--- src/rtl/uart_rx_ctrl.sv ---
// UART receive-side controller: acknowledges each receiver word, tags it with error status,
// queues it in a small FIFO for a valid/ready consumer and keeps saturating error statistics.
module uart_rx_ctrl #(
  parameter int WIDTH = 32,
  parameter int DEPTH = 4,
  parameter int CNT_W = 8
) (
  input  logic                     clk,
  input  logic                     rst_n,
  input  logic [WIDTH-1:0]         rx_data,
  input  logic                     rx_ready,
  input  logic                     parity_error,
  input  logic                     framing_error,
  output logic                     rx_clear,
  input  logic                     drop_on_error,
  input  logic                     clr_stats,
  output logic [WIDTH-1:0]         m_data,
  output logic [1:0]               m_err,
  output logic                     m_valid,
  input  logic                     m_ready,
  output logic [$clog2(DEPTH):0]   fifo_count,
  output logic                     overrun,
  output logic [CNT_W-1:0]         parity_err_cnt,
  output logic [CNT_W-1:0]         framing_err_cnt,
  output logic [CNT_W-1:0]         drop_cnt
);

  localparam int PTR_W = $clog2(DEPTH);
  localparam int CW    = PTR_W + 1;

  typedef enum logic [1:0] {
    S_IDLE     = 2'd0,
    S_ACK      = 2'd1,
    S_WAIT_LOW = 2'd2
  } state_e;

  state_e state_q, state_d;

  logic [WIDTH+1:0] mem_q [DEPTH];
  logic [PTR_W-1:0] wptr_q, wptr_d, rptr_q, rptr_d;
  logic [CW-1:0]    count_q, count_d;
  logic             overrun_q, overrun_d;
  logic [CNT_W-1:0] par_cnt_q, par_cnt_d;
  logic [CNT_W-1:0] frm_cnt_q, frm_cnt_d;
  logic [CNT_W-1:0] drop_cnt_q, drop_cnt_d;

  logic capture, pop, full, err_any, err_drop, ovf_drop, wr_en;

  always_comb begin
    state_d  = state_q;
    rx_clear = 1'b0;
    unique case (state_q)
      S_IDLE:     if (rx_ready) state_d = S_ACK;
      S_ACK: begin
        rx_clear = 1'b1;
        state_d  = S_WAIT_LOW;
      end
      S_WAIT_LOW: if (!rx_ready) state_d = S_IDLE;
      default:    state_d = S_IDLE;
    endcase
  end

  always_ff @(posedge clk or negedge rst_n) begin
    if (!rst_n) state_q <= S_IDLE;
    else        state_q <= state_d;
  end

  // Capture decision: error drop outranks overrun; a same-edge pop frees the slot.
  always_comb begin
    capture  = (state_q == S_IDLE) && rx_ready;
    pop      = m_valid && m_ready;
    full     = (count_q == CW'(DEPTH));
    err_any  = parity_error || framing_error;
    err_drop = capture && drop_on_error && err_any;
    ovf_drop = capture && !err_drop && full && !pop;
    wr_en    = capture && !err_drop && !ovf_drop;
  end

  always_comb begin
    wptr_d  = wr_en ? wptr_q + PTR_W'(1) : wptr_q;
    rptr_d  = pop   ? rptr_q + PTR_W'(1) : rptr_q;
    count_d = count_q + CW'(wr_en) - CW'(pop);
  end

  always_comb begin
    overrun_d  = overrun_q;
    par_cnt_d  = par_cnt_q;
    frm_cnt_d  = frm_cnt_q;
    drop_cnt_d = drop_cnt_q;
    if (clr_stats) begin
      overrun_d  = 1'b0;
      par_cnt_d  = '0;
      frm_cnt_d  = '0;
      drop_cnt_d = '0;
    end else begin
      if (ovf_drop) overrun_d = 1'b1;
      if (capture && parity_error && (par_cnt_q != '1))   par_cnt_d  = par_cnt_q + CNT_W'(1);
      if (capture && framing_error && (frm_cnt_q != '1))  frm_cnt_d  = frm_cnt_q + CNT_W'(1);
      if ((err_drop || ovf_drop) && (drop_cnt_q != '1))   drop_cnt_d = drop_cnt_q + CNT_W'(1);
    end
  end

  always_ff @(posedge clk or negedge rst_n) begin
    if (!rst_n) begin
      wptr_q     <= '0;
      rptr_q     <= '0;
      count_q    <= '0;
      overrun_q  <= 1'b0;
      par_cnt_q  <= '0;
      frm_cnt_q  <= '0;
      drop_cnt_q <= '0;
    end else begin
      wptr_q     <= wptr_d;
      rptr_q     <= rptr_d;
      count_q    <= count_d;
      overrun_q  <= overrun_d;
      par_cnt_q  <= par_cnt_d;
      frm_cnt_q  <= frm_cnt_d;
      drop_cnt_q <= drop_cnt_d;
    end
  end

  // Storage needs no reset; occupancy alone defines which entries are meaningful.
  always_ff @(posedge clk) begin
    if (wr_en) mem_q[wptr_q] <= {framing_error, parity_error, rx_data};
  end

  assign m_data          = mem_q[rptr_q][WIDTH-1:0];
  assign m_err           = mem_q[rptr_q][WIDTH+1:WIDTH];
  assign m_valid         = (count_q != '0);
  assign fifo_count      = count_q;
  assign overrun         = overrun_q;
  assign parity_err_cnt  = par_cnt_q;
  assign framing_err_cnt = frm_cnt_q;
  assign drop_cnt        = drop_cnt_q;

endmodule

--- config.mk ---
export PLATFORM = sky130hd
export DESIGN_NAME = uart_rx_ctrl
export DESIGN_NICKNAME = d
export VERILOG_FILES = /design/src/rtl/uart_rx_ctrl.sv
export SDC_FILE = /design/constraint.sdc
export NUM_CORES = 1
export LEC_CHECK = 0
export CORE_ASPECT_RATIO = 1.2
export CORE_UTILIZATION = 35
export CTS_BUF_LIST = sky130_fd_sc_hd__clkbuf_4 sky130_fd_sc_hd__clkbuf_8 sky130_fd_sc_hd__clkbuf_16
export DETAILED_ROUTE_END_ITERATION = 8
export PLACE_DENSITY = 0.62
export RECOVER_POWER = 50
export SYNTH_ARGS = -nofsm -noshare
export SYNTH_HDL_FRONTEND = slang
export SYNTH_SLANG_ARGS = --single-unit
--- constraint.sdc ---
create_clock -name clk -period 2.8 [get_ports clk]
set_input_delay 0.42 -clock clk [delete_from_list [all_inputs] [get_ports clk]]
set_output_delay 0.42 -clock clk [all_outputs]
set_load 0.01 [all_outputs]
==> flow_metrics.tcl <==
set metrics [dict create \
    boundaryPins 104 \
    synthAdderAreaFrac_pct 1.78 \
    start_util_pct 35.8 \
    cts_tree "done" \
    cts.sinks 170 \
    reg2reg_depth 8 \
    worst_path_largest_cell_delay_ns 0.58 \
    crit_required_ns 2.38 \
    synthTopCellsByArea "edfxtp_1 (61%), dfrtp_1 (13%), mux4_2 (11%)" \
    cts_setup_buffers 0 \
    diodes 0 \
    use_met1_pct 18.2 \
    cts_made_buffers 17 \
    dieArea_um2 19800 \
    drv_cap 1 \
    insertion_delay_ns 0.42 \
    crit_type "register to output port" \
    area_growth_pct 31.0 \
    syn-num-nets 404 \
    ys_ff_latch 170 \
    fmax_mhz 377 \
    postCtsHoldBufs 0 \
    holdWs_ns 0.525 \
    std_cell_rows 55 \
    vias 3690 \
    drv_slew 35 \
    design_area_um2 8840 \
    grt_use_total_pct 14.6 \
    worstHoldEndpoint "overrun" \
    synthMuxAreaShare_pct 12.4 \
    peakVddDrop_mv 0.454 \
    yosys.area.top_type_share_pct 60.5 \
    status "finished, violations left" \
    synth_cells 355 \
    power_density_nw_per_um2 887 \
    final_common_cell "edfxtp_1" \
    first_pass_iters 4 \
    grt_pass1_vias 3978 \
    ctsResizeCount 0 \
    fp.dieH_um 154 \
    place_congestion 0.851 \
    synth-compound-area-share_pct 3.73 \
    reg2reg_to "fifo_count[2]" \
    synth-seq-area-share_pct 73.1 \
    antenna_found_initial 0 \
    worst_setup_path_start_kind "register" \
    slowest_stage "mux4_2" \
    synth-edff-count 136 \
    ctsRootBufferMaster "clkbuf_16" \
    worstHoldStart "overrun" \
    synth_area_um2 6750 \
    ys_types 46 \
    synth_top_family_by_area "multiplexers" \
    drt_iter0_markers 292 \
    yosys_warnings 0 \
    htreeDepth 4 \
    yosys.area_share.xor_xnor_pct 1.43 \
    dp_hpwl_mm 8.90 \
    rrSetupSlack_ns 0.47 \
    tns_ns 0 \
    finalNetCount 531 \
    grt_max_degree 35 \
    final_cell_mix "edfxtp_1 (136), clkdlybuf4s50_1 (61), dlygate4sd3_1 (42)" \
    worst-path-max-fanout 17 \
    rsz0062_at_grt "false" \
    skew_ns 0.0124 \
    path_buf_inv 2 \
    async_reset_ff_share_pct 20.0 \
    violations "max-capacitance violations, max-slew violations" \
    ant_nets 0 \
    period_needed_ns 2.65 \
    crit_path_cell_trace "buf_4 > mux4_2 > clkdlybuf4s50_1" \
    hold_depth 2 \
    grt_busiest_layer "met2" \
    synth_area_leader_cell "edfxtp_1" \
    gr-usage-met3_pct 3.86 \
    fp.dieW_um 129 \
    post_drt_wl_per_cell_um 17.9 \
    rr_startpoint "fifo_count[1]" \
    max_slew_margin_pct -27.1 \
    grt_use_met2_pct 24.0 \
    cts_buffer_depth 2 \
    setup_viol 0 \
    grt_first_pass_wirelength_mm 21.4 \
    synthSimpleGateAreaFrac_pct 6.34 \
    clk_pin_slew_worst_paths_ns 0.07 \
    syn_avg_cell_area_um2 19.0 \
    viasPerCell 4.91 \
    final_hold_viol_count 0 \
    drive_gt1_share_pct 18.4 \
    critPathArrivalTime_ns 2.23 \
    fin_crit_sh_pct 94.7 \
    port_buffers 103 \
    core_area_um2 18900 \
    drcViolationCount 0 \
    path_delay_family "buffers and inverters" \
    grt_overflow 0 \
    cp-end-kind "output port" \
    leakagePower_nw 3.07 \
    tightest_slew_ns 1.91 \
    routed_wl_mm 13.4 \
    hold_path_class "register to register" \
    post_dp_cell_area_um2 8250 \
    p_total_w 0.00784 \
    synth_flop_cell "edfxtp_1" \
]
[Yosys cell counts, drive strengths merged, types with 4 or more instances]
cell type	count
dfrtp	34
nor2	15
nand3	5
clkbuf	5
a21oi	7
mux2i	4
a31oi	4
mux4	34
xor2	7
nand4	5
nand2b	4
and2	9
xnor2	4
buf	6
o41ai	4
edfxtp	136
or4	4
nand2	8
ha	8
o21ai	6
inv	7
[sequential cells by signal, summed over array words and instances, names as in the netlist]
register,cells
overrun,1
framing_err_cnt,8
wptr_q,2
drop_cnt,8
parity_err_cnt,8
rptr_q,2
mem_q,136
fifo_count,3
state_q,2
[tightest hold or removal path: cells and delay by family, from the launching register on]
kind	cells	cell delay [ns]
AND/OR/NAND/NOR	1	0.08
flip-flops	1	0.36
AO/OA/AOI/OAI	1	0.05
[final cells by class]
type | count | area (um^2)
tap | 256 | 320
sequential | 170 | 4940
clock inverter | 14 | 184
clock buffer | 18 | 433
multi-input combinational | 167 | 1730
timing repair buffer | 119 | 1210
inverter | 7 | 26.3
fill | 1659 | 10000
[where the power goes]
group / internal, W / switching [W] / total, W
registers: 0.00302 / 0.000161 / 0.00318
clock network: 0.00144 / 0.00100 / 0.00244
logic: 0.00128 / 0.000943 / 0.00222
[kinds of logic after synthesis]
group | after synthesis
AO/OA/AOI/OAI | 36
buffers and inverters | 18
XOR/XNOR | 11
flip-flops | 170
adder cells (fa/ha/maj) | 9
AND/OR/NAND/NOR | 70
multiplexers | 41
[metrics by stage]
| step | worst slack [ns] | utilization (%) | std cells |
|---|---|---|---|
| global placement | 0.246 | 43.8 | 719 |
| global route | 0.0480 | 46.9 | 751 |
| CTS | 0.0976 | 47.0 | 751 |
| finish | 0.148 | 46.9 | 751 |
| detailed placement | 0.186 | 43.8 | 719 |
| floorplan | 0.472 | - | 355 |
[per-layer routing]
layer,wire length [um],up-vias
met5,0,-
met4,209,0
met3,754,12
met2,6730,105
met1,5730,1884
li1,-,1689
[worst max-delay path by stage]
stage	from	end	cells after the start
detailed placement	rx_ready	fifo_count[2]	10
global placement	rx_ready	fifo_count[2]	10
floorplan	state_q[1]	mem_q[0][0]	4
global route	rptr_q[0]	m_data[8]	3
finish	rptr_q[0]	m_data[1]	3
CTS	rptr_q[0]	m_data[1]	3
No activity file was read; power rests on OpenSTA's default activity.
